==> config.mk <==
export PLATFORM = sky130hd
export DESIGN_NAME = stream_packetizer
export DESIGN_NICKNAME = d
export VERILOG_FILES = /design/src/rtl/stream_packetizer.sv
export SDC_FILE = /design/constraint.sdc
export NUM_CORES = 1
export LEC_CHECK = 0
export CAP_MARGIN = 40
export CORE_UTILIZATION = 47
export DETAILED_ROUTE_END_ITERATION = 7
export PLACE_DENSITY = 0.81
export REMOVE_ABC_BUFFERS = 1
export SKIP_CTS_REPAIR_TIMING = 1
export SYNTH_ARGS = -nofsm -noshare
export SYNTH_HDL_FRONTEND = slang
export SYNTH_SLANG_ARGS = --single-unit
export TNS_END_PERCENT = 30
==> constraint.sdc <==
create_clock -name i_clk -period 2.16 [get_ports i_clk]
set_input_delay 0.54 -clock i_clk [delete_from_list [all_inputs] [get_ports i_clk]]
set_output_delay 0.54 -clock i_clk [all_outputs]
set_load 0.01 [all_outputs]
==> src/rtl/stream_packetizer.sv <==
// Frames a FIFO word stream into {seq, len} header + payload packets behind one output register.
// Define PKT_CHECKSUM_EN to append an XOR trailer word (header ^ payload) carrying o_last_m.
module stream_packetizer #(
    parameter int DATA_WIDTH = 16,
    parameter int LEN_WIDTH  = 8,
    parameter int SEQ_WIDTH  = DATA_WIDTH - LEN_WIDTH
) (
    input  logic                  i_clk,
    input  logic                  i_rst,
    input  logic                  i_valid_s,
    input  logic [DATA_WIDTH-1:0] i_data_s,
    output logic                  o_ready_s,
    input  logic [LEN_WIDTH-1:0]  i_pkt_len,
    output logic                  o_valid_m,
    output logic [DATA_WIDTH-1:0] o_data_m,
    output logic                  o_sop_m,
    output logic                  o_last_m,
    input  logic                  i_ready_m,
    output logic                  o_busy
);

    localparam int HDR_W = SEQ_WIDTH + LEN_WIDTH;

    typedef enum logic [1:0] {S_IDLE, S_PAYLOAD, S_CSUM} state_t;

    state_t                r_state;
    state_t                w_next;
    logic                  r_valid;
    logic [DATA_WIDTH-1:0] r_data;
    logic                  r_sop;
    logic                  r_last;
    logic [LEN_WIDTH-1:0]  r_cnt;
    logic [SEQ_WIDTH-1:0]  r_seq;

    logic                  w_free;
    logic                  w_ready_s;
    logic                  w_load_hdr;
    logic                  w_pop;
    logic                  w_cnt_one;
    logic [LEN_WIDTH-1:0]  w_len_eff;
    logic [HDR_W-1:0]      w_hdr_raw;
    logic [DATA_WIDTH-1:0] w_hdr;

    assign w_free    = !r_valid || i_ready_m;
    assign w_len_eff = (i_pkt_len == '0) ? LEN_WIDTH'(1) : i_pkt_len;
    assign w_hdr_raw = {r_seq, w_len_eff};
    assign w_hdr     = DATA_WIDTH'(w_hdr_raw);
    assign w_pop     = i_valid_s && w_ready_s;
    assign w_cnt_one = (r_cnt == LEN_WIDTH'(1));

`ifdef PKT_CHECKSUM_EN
    logic                  w_load_csum;
    logic [DATA_WIDTH-1:0] r_csum;
`endif

    always_ff @(posedge i_clk or posedge i_rst) begin
        if (i_rst) r_state <= S_IDLE;
        else       r_state <= w_next;
    end

    always_comb begin
        w_next = r_state;
        case (r_state)
            S_IDLE:    if (i_valid_s && w_free) w_next = S_PAYLOAD;
            S_PAYLOAD: begin
                if (w_pop && w_cnt_one) begin
`ifdef PKT_CHECKSUM_EN
                    w_next = S_CSUM;
`else
                    w_next = S_IDLE;
`endif
                end
            end
`ifdef PKT_CHECKSUM_EN
            S_CSUM:    if (w_free) w_next = S_IDLE;
`endif
            default:   w_next = S_IDLE;
        endcase
    end

    always_comb begin
        w_ready_s  = 1'b0;
        w_load_hdr = 1'b0;
`ifdef PKT_CHECKSUM_EN
        w_load_csum = 1'b0;
`endif
        case (r_state)
            S_IDLE:    w_load_hdr = i_valid_s && w_free;
            S_PAYLOAD: w_ready_s  = w_free;
`ifdef PKT_CHECKSUM_EN
            S_CSUM:    w_load_csum = w_free;
`endif
            default:   ;
        endcase
    end

    // Output stage: a loaded word holds until the downstream accepts it
    always_ff @(posedge i_clk or posedge i_rst) begin
        if (i_rst) begin
            r_valid <= 1'b0;
            r_data  <= '0;
            r_sop   <= 1'b0;
            r_last  <= 1'b0;
            r_cnt   <= '0;
            r_seq   <= '0;
        end else if (w_load_hdr) begin
            r_valid <= 1'b1;
            r_data  <= w_hdr;
            r_sop   <= 1'b1;
            r_last  <= 1'b0;
            r_cnt   <= w_len_eff;
            r_seq   <= r_seq + SEQ_WIDTH'(1);
        end else if (w_pop) begin
            r_valid <= 1'b1;
            r_data  <= i_data_s;
            r_sop   <= 1'b0;
`ifdef PKT_CHECKSUM_EN
            r_last  <= 1'b0;
`else
            r_last  <= w_cnt_one;
`endif
            r_cnt   <= r_cnt - LEN_WIDTH'(1);
`ifdef PKT_CHECKSUM_EN
        end else if (w_load_csum) begin
            r_valid <= 1'b1;
            r_data  <= r_csum;
            r_sop   <= 1'b0;
            r_last  <= 1'b1;
`endif
        end else if (w_free) begin
            r_valid <= 1'b0;
        end
    end

`ifdef PKT_CHECKSUM_EN
    always_ff @(posedge i_clk or posedge i_rst) begin
        if (i_rst)           r_csum <= '0;
        else if (w_load_hdr) r_csum <= w_hdr;
        else if (w_pop)      r_csum <= r_csum ^ i_data_s;
    end
`endif

    assign o_ready_s = w_ready_s;
    assign o_valid_m = r_valid;
    assign o_data_m  = r_data;
    assign o_sop_m   = r_sop;
    assign o_last_m  = r_last;
    assign o_busy    = (r_state != S_IDLE);

endmodule

* Word-level counts from Yosys, hierarchy flattened
Cells that the tools add are included.
** Word-level totals
- Bits of input ports :: 28
- Bits in registers :: 37
- Word-level logic and storage cells :: 41
- Output and inout port bits :: 21
** Cells by class
- Multiplexer cells :: 17
- Equality and inequality tests :: 4
- Reduce and logical (&&, ||, !) cells :: 11
- $add $sub $neg :: 2
** Operator list (number)
- 16-bit 2-to-1 mux :: 2
- 8-bit 2-to-1 mux :: 3
- 1-bit 2-to-1 mux :: 9
- 8-bit by 1-bit adder with 8-bit output (second input constant) :: 1
- 8-bit by 1-bit equality test with 1-bit output (second input constant) :: 1
- 8-bit logical NOT :: 1
- 8-bit by 1-bit subtractor with 8-bit output (second input constant) :: 1
- 2-bit 2-to-1 mux :: 2
- 2-bit inequality test (second input constant) :: 2
- 2-bit one-hot mux with 2 select lines :: 1
- 2-bit nonzero test :: 2
- 1-bit logical AND :: 3
- 3-bit nonzero test :: 1
- 2-bit by 1-bit equality test with 1-bit output (second input constant) :: 1
- 2-bit logical NOT :: 1
- 2-bit AND reduction :: 1
- 1-bit logical NOT :: 1
- 1-bit logical OR :: 1

* Logic depth before layout (Yosys ltp)
- Depth after elaboration :: 7
- Mapped depth :: 6
- Depth with buffers taken out :: 6

* Worst setup path before layout
OpenSTA, ideal clock, no wires.
- Path type :: flip-flop to output port
- From :: register r_state[0]
- To :: output o_ready_s
- Buffers on the path :: 3
- Setup slack :: 472 ps
- Data required time :: 1620 ps
- Cell stages (with the launch flop) :: 5
- Arrival time :: 1148 ps
- Cells stage by stage :: dfrtp_1 clkbuf_1 buf_2 buf_2 and2_1
** On the way
- Cells in the longest elaborated chain, start to end :: 2
** RTL lines
- start, declared :: line 26 : state_t r_state;
- start signal, assigned :: line 58 : else r_state <= w_next;
- 2-bit by 1-bit equality test with 1-bit output :: line 87 : case (r_state)
- 1-bit 2-to-1 mux :: line 87
- end, declared :: line 12 : output logic o_ready_s,
No other way between the ends.

* Final worst setup path
- From :: input i_ready_m
- To :: output o_ready_s
** On the way
- Cells in the longest elaborated chain, start to end :: 2
** RTL lines
- start, declared :: line 18 : input logic i_ready_m,
- 1-bit logical OR :: line 44 : assign w_free = !r_valid || i_ready_m;
- 1-bit 2-to-1 mux :: line 87
No other way between the ends.

==> impl_metrics.py <==
metrics = {
    "synth": {
        "netlist_instances": 174,
        "ys_top_cells_by_area": "dfrtp_1 52%, mux2i_1 6.9%, o21ai_0 6.6%, nand2_1 4.7%, a21oi_1 2.6%",
        "avgSynthCellArea_um2": 10.01,
        "ys_types": 34,
        "ys_seq_area_share_pct": 51.72,
        "synth_seq_cells": 36,
        "yosys.area.top_type": "dfrtp_1",
        "synth_warnings": 0,
        "synth_area_um2": 1742,
        "synth_top_area_share_pct": 51.72,
    },
    "timing": {
        "slew_headroom_pct": 66.52,
        "finalSetupViolCount": 0,
        "finalWorstSetupSlack_ns": 0.1456,
        "hold_viol": 0,
        "layout_min_cycle_time_ns": 2.014,
        "rsz0062_at_grt": "false",
        "clock.fmax_ghz": 0.4964,
        "fin_crit_sh_pct": 93.26,
        "slew_violations": 0,
        "worst_slew_pin_slew_ns": 0.4984,
        "finClkSkew_ns": 0.007961,
    },
    "status": {
        "status": "completed",
    },
    "grt": {
        "antenna_found_initial": 0,
        "grt_pass1_vias": 1452,
        "grt.total_usage_pct": 22.14,
        "grt_overflow": 0,
        "grt_use_met3_pct": 4.380,
        "grt_util_met1_pct": 29.74,
        "grt_max_degree": 37,
        "grtUsageMet2_pct": 35.89,
        "grt_busiest_layer": "met2",
        "grt_pass1_wl_um": 6831,
    },
    "worst_setup_path": {
        "worstPathCellList": "clkdlybuf4s50_1 -> nand2b_1 -> and2_1 -> dlymetal6s2s_1",
        "crit_path_start_kind": "input port",
        "cp_data_required_time_ns": 1.62,
        "critPathSlowestCell": "clkdlybuf4s50_1",
        "critPathMaxFanout": 2,
        "worst_ep_arrival_time_ns": 1.47,
        "end_kind": "output pin",
        "cpPeakStageDelay_ns": 0.43,
        "reg2reg_setup_slack_ns": 0.53,
        "critPathKind": "in2out",
    },
    "finish": {
        "n_antenna_cell": 0,
        "syn_to_final_growth_pct": 42.03,
        "nets": 260,
        "drive_above_1_share_pct": 9.565,
        "stdcell_count": 276,
    },
    "power_and_ir_drop": {
        "power.density_nw_per_um2": 932.4,
        "max-vdd-ir-drop_v": 0.0005980,
        "p_leak_nw": 1.154,
    },
    "detailed_routing": {
        "drc": 0,
        "drt_pass1_iterations": 5,
        "routed_wl_um": 4013,
        "postRouteAntennaNets": 0,
        "drt_iter0_markers": 58,
        "viasPerCell": 5.478,
        "vias": 1512,
        "wl_per_cell_um": 14.54,
    },
    "clock_network": {
        "clk_latency_ns": 0.29,
        "cts_buffers": 5,
        "clock_sinks": 36,
        "clk_pin_slew_ns": 0.07,
        "cts_tree": "built",
        "cts_root_buffer": "clkbuf_8",
        "h-tree-depth": 2,
        "clockBufferDepth": 2,
    },
    "flow_run": {
        "max_cap_violations": 0,
    },
    "floorplanning": {
        "initial_core_util_pct": 50.60,
        "die_y_um": 62.88,
        "dieArea_um2": 3953,
        "core-area_um2": 3442,
        "fp-row-count": 21,
        "ios": 49,
        "fp.dieW_um": 62.88,
    },
    "placed_design": {
        "pre_cts_slack_ns": -0.2060,
        "dpl.cell_count": 268,
        "gp_congestion": 0.8649,
        "numPortBuffers": 48,
        "post-dp-hpwl_um": 2878,
    },
    "hold_path": {
        "hp-class": "reg2reg",
    },
}
cell families after synthesis:
logic type / share of synthesized area [%]
AOI/OAI and AO/OA: 14.58
xor gates and xnor gates: 3.520
adders and majority gates: 2.155
buffers and inverters: 3.520
DFF: 51.72
muxes: 7.543
and+or+nand+nor: 16.96
per-stage QoR:
step           utilization (%)  hold WS [ns]  area (um2)  total power [mW]  TNS (ns)
2_1_floorplan                -        0.4374        1699             1.226         0
3_3_place_gp             67.18        0.4525        2312             1.444   -0.1454
3_5_place_dp             67.18        0.4600        2312             1.488   -0.2060
4_1_cts                  71.79        0.4746        2471             2.309   -0.2143
5_1_grt                  71.86        0.4897        2474             2.420         0
6_report                 71.86        0.4712        2474             2.306         0
power by group:
| part | total (mW) | leakage, nW | internal [mW] | switching, mW |
|---|---|---|---|---|
| sequential | 0.937 | 0.447 | 0.810 | 0.127 |
| clock | 0.820 | 0.0784 | 0.578 | 0.243 |
| combinational | 0.549 | 0.628 | 0.297 | 0.252 |
registers in the layout, indices dropped and copies added, names as in the netlist:
signal,count
o_data_m,16
o_sop_m,1
r_seq,8
o_last_m,1
r_cnt,8
o_valid_m,1
r_state,1
synth_stat cells:
library cell   n
or4_4          1
o21ai_0       23
or3_1          1
nor4_1         1
o22a_1         1
a41oi_1        1
nand4_1        2
o31a_1         1
nand3_1        8
o211ai_1       1
xnor2_1        5
and2_1         1
a31oi_1        1
nand2_1       22
inv_1          5
nor2b_1        6
xor2_1         2
clkbuf_1       6
o22ai_1        2
dfrtp_1       36
a21o_1         2
mux2i_1       12
a21oi_1        9
nand2b_1       1
nor4b_2        2
nand3b_1       1
or4_1          1
a2bb2oi_1      3
and3_1         2
nor2_1         5
nor3_1         2
mux2_2         1
ha_1           3
buf_2          4
critical path: cells and delay by family:
kind / cells / cell delay [ns]
simple gates: 2 / 0.34
buf+inv: 2 / 0.59
final timing paths:
kind / start / cells past startpoint / endpoint
worst max-delay path: i_ready_m / 4 / o_ready_s
worst min-delay path: r_seq[2]$_DFFE_PP0P_ / 1 / r_seq[2]$_DFFE_PP0P_
worst max register to register: r_cnt[3]$_DFFE_PP0P_ / 4 / r_state[0]$_DFFE_PP0P_
worst min register to register: r_seq[2]$_DFFE_PP0P_ / 1 / r_seq[2]$_DFFE_PP0P_
max in group asynchronous: i_rst / 3 / r_cnt[4]$_DFFE_PP0P_
min in group asynchronous: i_rst / 3 / o_data_m[1]$_DFFE_PP0P_
area by class of cell:
cell class	count	area, um2
Sequential cell	36	900.9
Inverter	5	18.77
Multi-Input combinational cell	123	779.5
Clock buffer	5	68.82
Fill cell	255	968.4
Clock inverter	3	90.09
Timing Repair Buffer	58	558.0
Tap cell	46	57.56
layout by cell type, fill, tap and decap left out, drive strengths merged, types with 2 or more instances in the layout:
cell type and n:
ha 3, bufinv 3, nor4b 2, clkdlybuf4s50 47, and3 2, xnor2 5, nand2 22, or4 2
nand4 2, o22ai 2, xor2 2, inv 5, o21ai 23, a21oi 9, a21o 2, nor2b 6
buf 10, a2bb2oi 3, nand3 8, nor3 2, dfrtp 36, mux2i 12, nor2 5, clkbuf 5
routing by layer:
metal,up-vias,wire (um)
li1,723,-
met1,719,1714
met2,64,2020
met3,6,243
met4,0,35
met5,-,0
Power figures use the tool's default switching activity.
